--- config.mk ---
export PLATFORM = sky130hd
export DESIGN_NAME = amns_run_ctrl
export DESIGN_NICKNAME = d
export VERILOG_FILES = /design/src/rtl/amns_pkg.sv /design/src/rtl/amns_sat_counter.sv /design/src/rtl/amns_run_ctrl.sv
export SDC_FILE = /design/constraint.sdc
export NUM_CORES = 1
export LEC_CHECK = 0
export BUFFER_PORTS_ARGS = -buffer_cell sky130_fd_sc_hd__buf_2
export CORE_MARGIN = 2
export CORE_UTILIZATION = 40
export DETAILED_ROUTE_END_ITERATION = 8
export PLACE_DENSITY = 0.6
export SETUP_SLACK_MARGIN = 0.15
export SLEW_MARGIN = 20
export SYNTH_ARGS = -nofsm -noshare
export SYNTH_HDL_FRONTEND = slang
export SYNTH_SLANG_ARGS = --single-unit
--- constraint.sdc ---
create_clock -name clock_i -period 2.6 [get_ports clock_i]
set_clock_uncertainty 0.1 [all_clocks]
set_input_delay 0 -clock clock_i [delete_from_list [all_inputs] [get_ports clock_i]]
set_output_delay 0 -clock clock_i [all_outputs]
set_load 0.01 [all_outputs]
--- src/rtl/amns_pkg.sv ---
// Shared definitions for the AMNS run controller: register map, bit positions and FSM states.
package amns_pkg;

    localparam logic [2:0] AddrCtrl    = 3'd0;
    localparam logic [2:0] AddrStatus  = 3'd1;
    localparam logic [2:0] AddrCycles  = 3'd2;
    localparam logic [2:0] AddrRuns    = 3'd3;
    localparam logic [2:0] AddrTimeout = 3'd4;

    localparam int unsigned CtrlGoBit    = 0;
    localparam int unsigned CtrlIrqEnBit = 1;
    localparam int unsigned CtrlAbortBit = 2;

    localparam int unsigned StatusBusyBit    = 0;
    localparam int unsigned StatusDoneBit    = 1;
    localparam int unsigned StatusTimeoutBit = 2;

    localparam int unsigned RstCyclesDefault = 4;

    typedef enum logic [1:0] {
        StIdle,
        StStart,
        StRun,
        StAbort
    } run_state_e;

endpackage

--- src/rtl/amns_sat_counter.sv ---
// Up-counter with synchronous clear and enable; optionally sticks at all-ones instead of wrapping.
module amns_sat_counter #(
    parameter int unsigned Width    = 32,
    parameter bit          Saturate = 1'b0
) (
    input  logic             clock_i,
    input  logic             reset_i,
    input  logic             clear_i,
    input  logic             en_i,
    output logic [Width-1:0] count_o
);

    logic at_max;

    assign at_max = &count_o;

    always_ff @(posedge clock_i) begin
        if (!reset_i) begin
            count_o <= '0;
        end else if (clear_i) begin
            count_o <= '0;
        end else if (en_i && !(Saturate && at_max)) begin
            count_o <= count_o + Width'(1);
        end
    end

endmodule

--- src/rtl/amns_run_ctrl.sv ---
// Run controller for the AMNS Montgomery multiplier: start pulse, latency measurement,
// optional timeout with core reset, and a level interrupt behind a small register bus.
module amns_run_ctrl
    import amns_pkg::*;
#(
    parameter int unsigned CNT_W      = 32,
    parameter int unsigned RST_CYCLES = RstCyclesDefault
) (
    input  logic        clock_i,
    input  logic        reset_i,
    input  logic        wr_en_i,
    input  logic        rd_en_i,
    input  logic [2:0]  addr_i,
    input  logic [31:0] wdata_i,
    output logic [31:0] rdata_o,
    output logic        rd_valid_o,
    output logic        start_o,
    input  logic        done_i,
    output logic        core_reset_o,
    output logic        busy_o,
    output logic        irq_o
);

    localparam int unsigned HoldW = $clog2(RST_CYCLES + 1);

    run_state_e       state_q, state_d;
    logic             done_q;
    logic             irq_en_q;
    logic             sticky_done_q;
    logic             sticky_timeout_q;
    logic [CNT_W-1:0] timeout_q;
    logic [CNT_W-1:0] cycles;
    logic [CNT_W-1:0] runs;
    logic [HoldW-1:0] hold_cnt;
    logic [31:0]      rd_mux;

    logic wr_ctrl, wr_status, go, abort_req;
    logic done_edge, timeout_hit, in_run;
    logic done_set, timeout_set;

    assign wr_ctrl   = wr_en_i && (addr_i == AddrCtrl);
    assign wr_status = wr_en_i && (addr_i == AddrStatus);
    assign go        = wr_ctrl && wdata_i[CtrlGoBit];
    assign abort_req = wr_ctrl && wdata_i[CtrlAbortBit];

    // Only the rising edge counts, so a done level left over from the last run is harmless.
    assign done_edge   = done_i && !done_q;
    assign in_run      = (state_q == StRun);
    assign timeout_hit = (timeout_q != '0) && (cycles == timeout_q);
    assign done_set    = in_run && done_edge;
    assign timeout_set = in_run && !done_edge && timeout_hit;

    always_comb begin
        state_d = state_q;
        case (state_q)
            StIdle:  if (go) state_d = StStart;
            StStart: state_d = abort_req ? StAbort : StRun;
            StRun: begin
                if (done_edge) begin
                    state_d = StIdle;
                end else if (timeout_hit || abort_req) begin
                    state_d = StAbort;
                end
            end
            StAbort: if (hold_cnt == HoldW'(RST_CYCLES - 1)) state_d = StIdle;
            default: state_d = StIdle;
        endcase
    end

    // CYCLES counts only RUN cycles that stay in RUN, so the exit cycle is never included.
    amns_sat_counter #(
        .Width    (CNT_W),
        .Saturate (1'b1)
    ) u_cycles (
        .clock_i (clock_i),
        .reset_i (reset_i),
        .clear_i (state_d == StStart),
        .en_i    (in_run && (state_d == StRun)),
        .count_o (cycles)
    );

    amns_sat_counter #(
        .Width    (CNT_W),
        .Saturate (1'b0)
    ) u_runs (
        .clock_i (clock_i),
        .reset_i (reset_i),
        .clear_i (1'b0),
        .en_i    (done_set),
        .count_o (runs)
    );

    amns_sat_counter #(
        .Width    (HoldW),
        .Saturate (1'b1)
    ) u_hold (
        .clock_i (clock_i),
        .reset_i (reset_i),
        .clear_i ((state_d == StAbort) && (state_q != StAbort)),
        .en_i    (state_q == StAbort),
        .count_o (hold_cnt)
    );

    always_comb begin
        rd_mux = '0;
        case (addr_i)
            AddrCtrl:    rd_mux[CtrlIrqEnBit] = irq_en_q;
            AddrStatus: begin
                rd_mux[StatusBusyBit]    = busy_o;
                rd_mux[StatusDoneBit]    = sticky_done_q;
                rd_mux[StatusTimeoutBit] = sticky_timeout_q;
            end
            AddrCycles:  rd_mux = 32'(cycles);
            AddrRuns:    rd_mux = 32'(runs);
            AddrTimeout: rd_mux = 32'(timeout_q);
            default:     rd_mux = '0;
        endcase
    end

    always_ff @(posedge clock_i) begin
        if (!reset_i) begin
            state_q          <= StIdle;
            start_o          <= 1'b0;
            busy_o           <= 1'b0;
            core_reset_o     <= 1'b0;
            done_q           <= 1'b0;
            irq_en_q         <= 1'b0;
            sticky_done_q    <= 1'b0;
            sticky_timeout_q <= 1'b0;
            timeout_q        <= '0;
            rdata_o          <= '0;
            rd_valid_o       <= 1'b0;
        end else begin
            state_q      <= state_d;
            start_o      <= (state_d == StStart);
            busy_o       <= (state_d != StIdle);
            core_reset_o <= (state_d == StAbort);
            done_q       <= done_i;
            if (wr_ctrl) begin
                irq_en_q <= wdata_i[CtrlIrqEnBit];
            end
            if (wr_en_i && (addr_i == AddrTimeout)) begin
                timeout_q <= wdata_i[CNT_W-1:0];
            end
            // A set in the same cycle as its W1C wins.
            sticky_done_q <= done_set ||
                             (sticky_done_q && !(wr_status && wdata_i[StatusDoneBit]));
            sticky_timeout_q <= timeout_set ||
                                (sticky_timeout_q && !(wr_status && wdata_i[StatusTimeoutBit]));
            rd_valid_o <= rd_en_i;
            if (rd_en_i) begin
                rdata_o <= rd_mux;
            end
        end
    end

    assign irq_o = irq_en_q && (sticky_done_q || sticky_timeout_q);

endmodule
; ---- Yosys cells after proc, flatten, opt, wreduce, memory -nomap -nowiden
; Index checks and enable logic that the tools add are counted.
[word_totals]
regBits = 141
inputBits = 40
word_cells = 78
out_inout_bits = 37
[op_classes]
bitwise_logic = 1
n_eq_ne = 13
add_sub_neg = 3
mux = 10
n_reduce_logical = 37
[ops]
columns = operator, n
row1 = $pmux W29 S3, 1
row2 = $add A32 B1 Y32 const B, 2
row3 = $eq A32 B32 Y1, 1
row4 = $reduce_and A32 Y1, 1
row5 = $reduce_bool A32 Y1, 1
row6 = $logic_and A1 B1 Y1, 19
row7 = $eq A3 B2 Y1 const B, 3
row8 = $eq A2 B2 Y1 const B, 4
row9 = $mux W2, 4
row10 = $pmux W1 S4, 2
row11 = $pmux W2 S4, 1
row12 = $logic_not A1 Y1, 6
row13 = $pmux W1 S5, 1
row14 = $eq A2 B1 Y1 const B, 2
row15 = $logic_or A1 B1 Y1, 4
row16 = $reduce_or A2 Y1, 2
row17 = $add A3 B1 Y3 const B, 1
row18 = $eq A3 B1 Y1 const B, 1
row19 = $eq A3 B3 Y1 const B, 1
row20 = $logic_not A3 Y1, 1
row21 = $reduce_and A3 Y1, 1
row22 = $logic_not A2 Y1, 1
row23 = $ne A2 B2 Y1 const B, 1
row24 = $reduce_bool A2 Y1, 1
row25 = other kinds (2), 2

; ---- Depth between registers and ports, before layout
[depth]
ltp_word = 10
depth_mapped = 9
mapped_depth_nobuf = 7

; ---- Cells and area by module
; Synthesis repeated with hierarchy kept, for this count alone.
[unflattened]
hier_cells = 834
hier_area_um2 = 7183.1
[by_module_without_submodules]
columns = mod, n_inst, area_each_um2, seq_area_each_um2, cells_each
row1 = amns_run_ctrl, 1, 3851.2, 1481.4, 440
row2 = amns_sat_counter (u_cycles), 1, 1634.1, 640.6, 203
row3 = amns_sat_counter (u_runs), 1, 1552.7, 640.6, 178
row4 = amns_sat_counter (u_hold), 1, 145.1, 60.1, 13

; ---- Worst setup path before layout
; No wires, ideal clock.
[synth_timing]
path_type = register to register
start = register u_cycles.count_o[0]
end = register u_cycles.count_o[29]
stages_incl_launch_ff = 10
required_time_ns = 2.430
arrival_ns = 2.016
period_less_slack_ns = 2.187
setup_time_ns = 0.070
n_path_buf = 2
path_slack_ns = 0.413
cell_sequence = dfxtp_1 -> ha_1 -> nand2_1 -> or4_4 -> o31ai_4 -> buf_4 -> or2_4 -> buf_6 -> or4_1 -> a21oi_1
[synth_via]
elab_chain_len = 9
word_cells_on_any_way = 14
cone_classes = add/sub (1) / eq/ne (3) / mux (3) / reduce/logical (7)
[synth_lines]
columns = element, line_no
row1 = from (decl), amns_sat_counter.sv:10  ; output logic [Width-1:0] count_o
row2 = from (signal assigned), amns_sat_counter.sv:23  ; count_o <= count_o + Width'(1);
row3 = $eq A32 B32 Y1, amns_run_ctrl.sv:49  ; assign timeout_hit = (timeout_q != '0) && (cycles == timeout_q);
row4 = $logic_and A1 B1 Y1, amns_run_ctrl.sv:49
row5 = $logic_or A1 B1 Y1, amns_run_ctrl.sv:61  ; end else if (timeout_hit || abort_req) begin
row6 = $mux W2, amns_run_ctrl.sv:61
row7 = $mux W2, amns_run_ctrl.sv:59  ; if (done_edge) begin
row8 = $pmux W2 S4, amns_run_ctrl.sv:55  ; case (state_q)
row9 = $eq A2 B2 Y1, amns_run_ctrl.sv:78  ; .en_i (in_run && (state_d == StRun)),
row10 = $logic_and A1 B1 Y1, amns_run_ctrl.sv:78
row11 = $logic_and A1 B1 Y1, amns_sat_counter.sv:22  ; end else if (en_i && !(Saturate && at_max)) begin
; Several ways; a longest one is shown, not always the timed one.
; A chain may end at the register's enable or synchronous reset.

; ---- Worst setup path in the final report
[layout_timing]
start = register timeout_q[3]
end = register u_cycles.count_o[15]
[layout_via]
elab_chain_len = 9
word_cells_on_any_way = 12
cone_classes = eq/ne (3) / mux (3) / reduce/logical (6)
[layout_lines]
columns = element, line_no
row1 = from (decl), amns_run_ctrl.sv:31  ; logic [CNT_W-1:0] timeout_q;
row2 = from (signal assigned), amns_run_ctrl.sv:143  ; timeout_q <= wdata_i[CNT_W-1:0];
row3 = $eq A32 B32 Y1 or $reduce_bool A32 Y1 (tied branches), amns_run_ctrl.sv:49
row4 = $logic_and A1 B1 Y1 (*), amns_run_ctrl.sv:49
row5 = $logic_or A1 B1 Y1 (*), amns_run_ctrl.sv:61
row6 = $mux W2 (*), amns_run_ctrl.sv:61
row7 = $mux W2 (*), amns_run_ctrl.sv:59
row8 = $pmux W2 S4 (*), amns_run_ctrl.sv:55
row9 = $eq A2 B2 Y1, amns_run_ctrl.sv:78
row10 = $logic_and A1 B1 Y1, amns_run_ctrl.sv:78
row11 = $logic_and A1 B1 Y1, amns_sat_counter.sv:22
; Mark *: on every way between the ends. The rest lies on a longest branch, timed or not.

==> summary.md <==
| Metric | Value |
|---|---|
| Status | completed |
| Layout cells sized above 1 | 0.2099 |
| Htree depth | 4 |
| Worst path max stage delay | 0.49 ns |
| CP arrival | 2.69 ns |
| Fin util | 0.5306 |
| Fin worst setup slack | 0.1686 ns |
| Ys flop type | dfxtp_1 |
| Routed Antenna Nets | 0 |
| Root buffer cell | clkbuf_16 |
| Final wirelength | 22460 um |
| Layout Area Growth over Synthesis | 28.81% |
| Min Clock Period, post-route | 2.431 ns |
| DIE HEIGHT | 137.7 um |
| CP top delay family | simple AND/OR/NAND/NOR gates |
| Worst hold path type | in2reg |
| Core box area | 17360 sq um |
| Tot Pwr | 4.977 mW |
| Synth top area share | 0.3948 |
| Clock sinks | 141 |
| Vias in the first global route | 6231 |
| WHS | 0.01287 ns |
| CP endpoint kind | flop |
| Leakage | 3.409 nW |
| DR pass1 iterations | 6 |
| Critical path peak fanout | 5 |
| CTS tree | built |
| Post-Syn Area | 7149 sq um |
| Nets | 1063 |
| Syn_nets | 924 |
| Setup WS pre-CTS | 0.1035 ns |
| Clock buffer depth | 2 |
| Cts bufs inserted | 17 |
| Final period util | 0.9352 |
| Global placement routability congestion | 0.8983 |
| Row cnt | 48 |
| FF-to-FF setup slack | 0.17 ns |
| DRT iter0 DRCs | 518 |
| Power Dens Cells | 540.4 nW/um^2 |
| Worst Path Required | 2.85 ns |
| Via density | 5.611 |
| Critical path class | reg2reg |
| Yosys warns | 0 |
| Synth cell count leaders | dfxtp_1, nor2_1, nand2_1 |
| Relative slew margins | 0.4589 |
| Yosys reg bits | 141 |
| Initial antenna violation count | 0 |
| Startpoint type of the worst setup path | flop |
| Synth area leaders | dfxtp_1, a21oi_1, nor2_1 |
| Setup TNS | 0 ns |
| Bufs and invs on worst path | 2 |
| Reg clk slew, reported paths | 0.06 ns |
| Worst path cell trace | nor4_2 -> buf_4 -> nand4_1 -> o2111a_1 -> and4_4 -> buf_12 -> or4_1 -> a21oi_1 |
| Fmax | 0.4113 GHz |
| Post-synth EDFFs | 0 |
| # setup viols final | 0 |
| Cell taking the most area after synthesis | dfxtp_1 |
| Die Width | 137.7 um |
| Mean Syn Cell Area | 8.134 sq um |
| Worst Tran Pin Value | 0.8117 ns |
| RSZ-0062 raised after global routing | yes |
| Max cap viols | 0 |
| Critical path's slowest cell | or4_1 |
| Peak VDD IR | 0.5290 mV |
| Initial Util | 0.4119 |
| First-pass GRT wire length | 33890 um |
| Final hold viol count | 0 |
| IO Pins | 77 |
| Avg WL per Cell | 17.91 um |
| DIE AREA | 18960 sq um |
| Ys async rst share | 0 |
| Sequential cell area fraction in the yosys report | 0.3948 |
| Post-Syn Instances | 879 |
| Worst-Skew Late Latency | 0.43 ns |
| DRC | 0 |
| Distinct cell type count after synthesis | 57 |
| Total vias in the final route | 7036 |
| GRT overflow | 0 |
| Largest net degree at the start of global routing | 59 |
| Antenna diode count | 0 |
| Number of buffers added on ports | 76 |
| DP Wirelength | 15400 um |
| Pins Over Slew Limit | 0 |
| Top-count cell post-synth | dfxtp_1 |
| Total track usage | 0.2359 |
-- cell usage in the layout (no fill, tap or decap), types with 21 or more instances in the layout --
master         synthesis  routed
buf_4                  2      57
mux2i_1               36      36
a21oi_1               97      95
nand4_1               34      34
or4_1                 25      23
nand3_1               22      21
nor2_1               107     105
dlygate4sd3_1          0      40
dfxtp_1              141     133
buf_2                 13      76
nand2_1              106     106
a211oi_1              32      32
xnor2_1               41      39
-- worst paths after layout --
path,from,end,cells past startpoint
setup / recovery,timeout_q[3]$_SDFFE_PN0P_,u_cycles.count_o[15]$_SDFFE_PP0P_,8
hold / removal,addr_i[1],sticky_done_q$_SDFF_PN0_,5
setup reg to reg,timeout_q[3]$_SDFFE_PN0P_,u_cycles.count_o[15]$_SDFFE_PP0P_,8
hold reg to reg,rdata_o[8]$_SDFFE_PN0P_,rdata_o[8]$_SDFFE_PN0P_,2
-- what timing repair did --
| action | 4_1_cts | 5_1_grt |
|---|---|---|
| endpoints found under the setup margin | 8 | 50 |
| buffers inserted | 0 | 3 |
| resized for setup | 3 | 32 |
| hold endpoints to repair | 51 | 0 |
| hold buffers | 40 | 0 |
| pin swaps | 1 | 11 |
| cloned | 0 | 4 |
-- metal layers --
metal  share of wire  wire length [um]  vias up  GRT usage
met5               0                 0        -          0
met3           0.049              1102       45    0.04231
li1                -                 -     3434          -
met1            0.46             10340     3346     0.3191
met2            0.46             10280      211     0.3679
met4           0.033               733        0     0.1032
-- sequential cells by signal, indices dropped and copies added (netlist names) --
register,count
timeout_q,32
state_q,2
sticky_done_q,1
rdata_o,32
u_cycles.count_o,32
u_runs.count_o,32
done_q,1
sticky_timeout_q,1
rd_valid_o,1
u_hold.count_o,3
start_o,1
busy_o,1
irq_en_q,1
core_reset_o,1
-- kinds of logic (layout without fill, tap and decap cells) --
| logic type | Yosys count | count (layout) | share of synthesized area |
|---|---|---|---|
| flip-flops | 141 | 141 | 0.3948 |
| multiplexers | 39 | 39 | 0.05670 |
| adder cells (fa/ha/maj) | 5 | 5 | 0.008750 |
| XOR/XNOR | 61 | 61 | 0.07473 |
| buffers and inverters | 66 | 216 | 0.03903 |
| AND/OR/NAND/NOR | 397 | 397 | 0.2837 |
| AO/OA/AOI/OAI | 170 | 170 | 0.1423 |
-- area by class of cell --
cell class	count	area, sq um
Clock inverter	8	92.59
Tap cell	225	281.5
Inverter	6	22.52
Sequential cell	141	2833
Timing Repair Buffer	180	1338
Fill cell	1627	8148
Multi-Input combinational cell	672	4178
Clock buffer	22	464.2
-- tightest hold or removal path: stages --
cell and delay [ns]:
buf_2 0.22, nor4bb_1 0.10, nand2_1 0.06, a21oi_1 0.06
nor2_1 0.07
-- per-stage QoR --
| stage | std cells | cell area [sq um] |
|---|---|---|
| final | 1254 | 9209 |
| after global routing | 1254 | 9209 |
| after CTS | 1247 | 8985 |
| after detailed placement | 1177 | 8009 |
| after global placement | 1177 | 8009 |
| after floorplan | 879 | 7149 |
-- power by group --
group,internal (mW),switching (mW)
clock,1.44,0.920
combinational,0.174,0.217
sequential,2.20,0.0246
total,3.81,1.16
No activity file was read; power rests on OpenSTA's default activity.
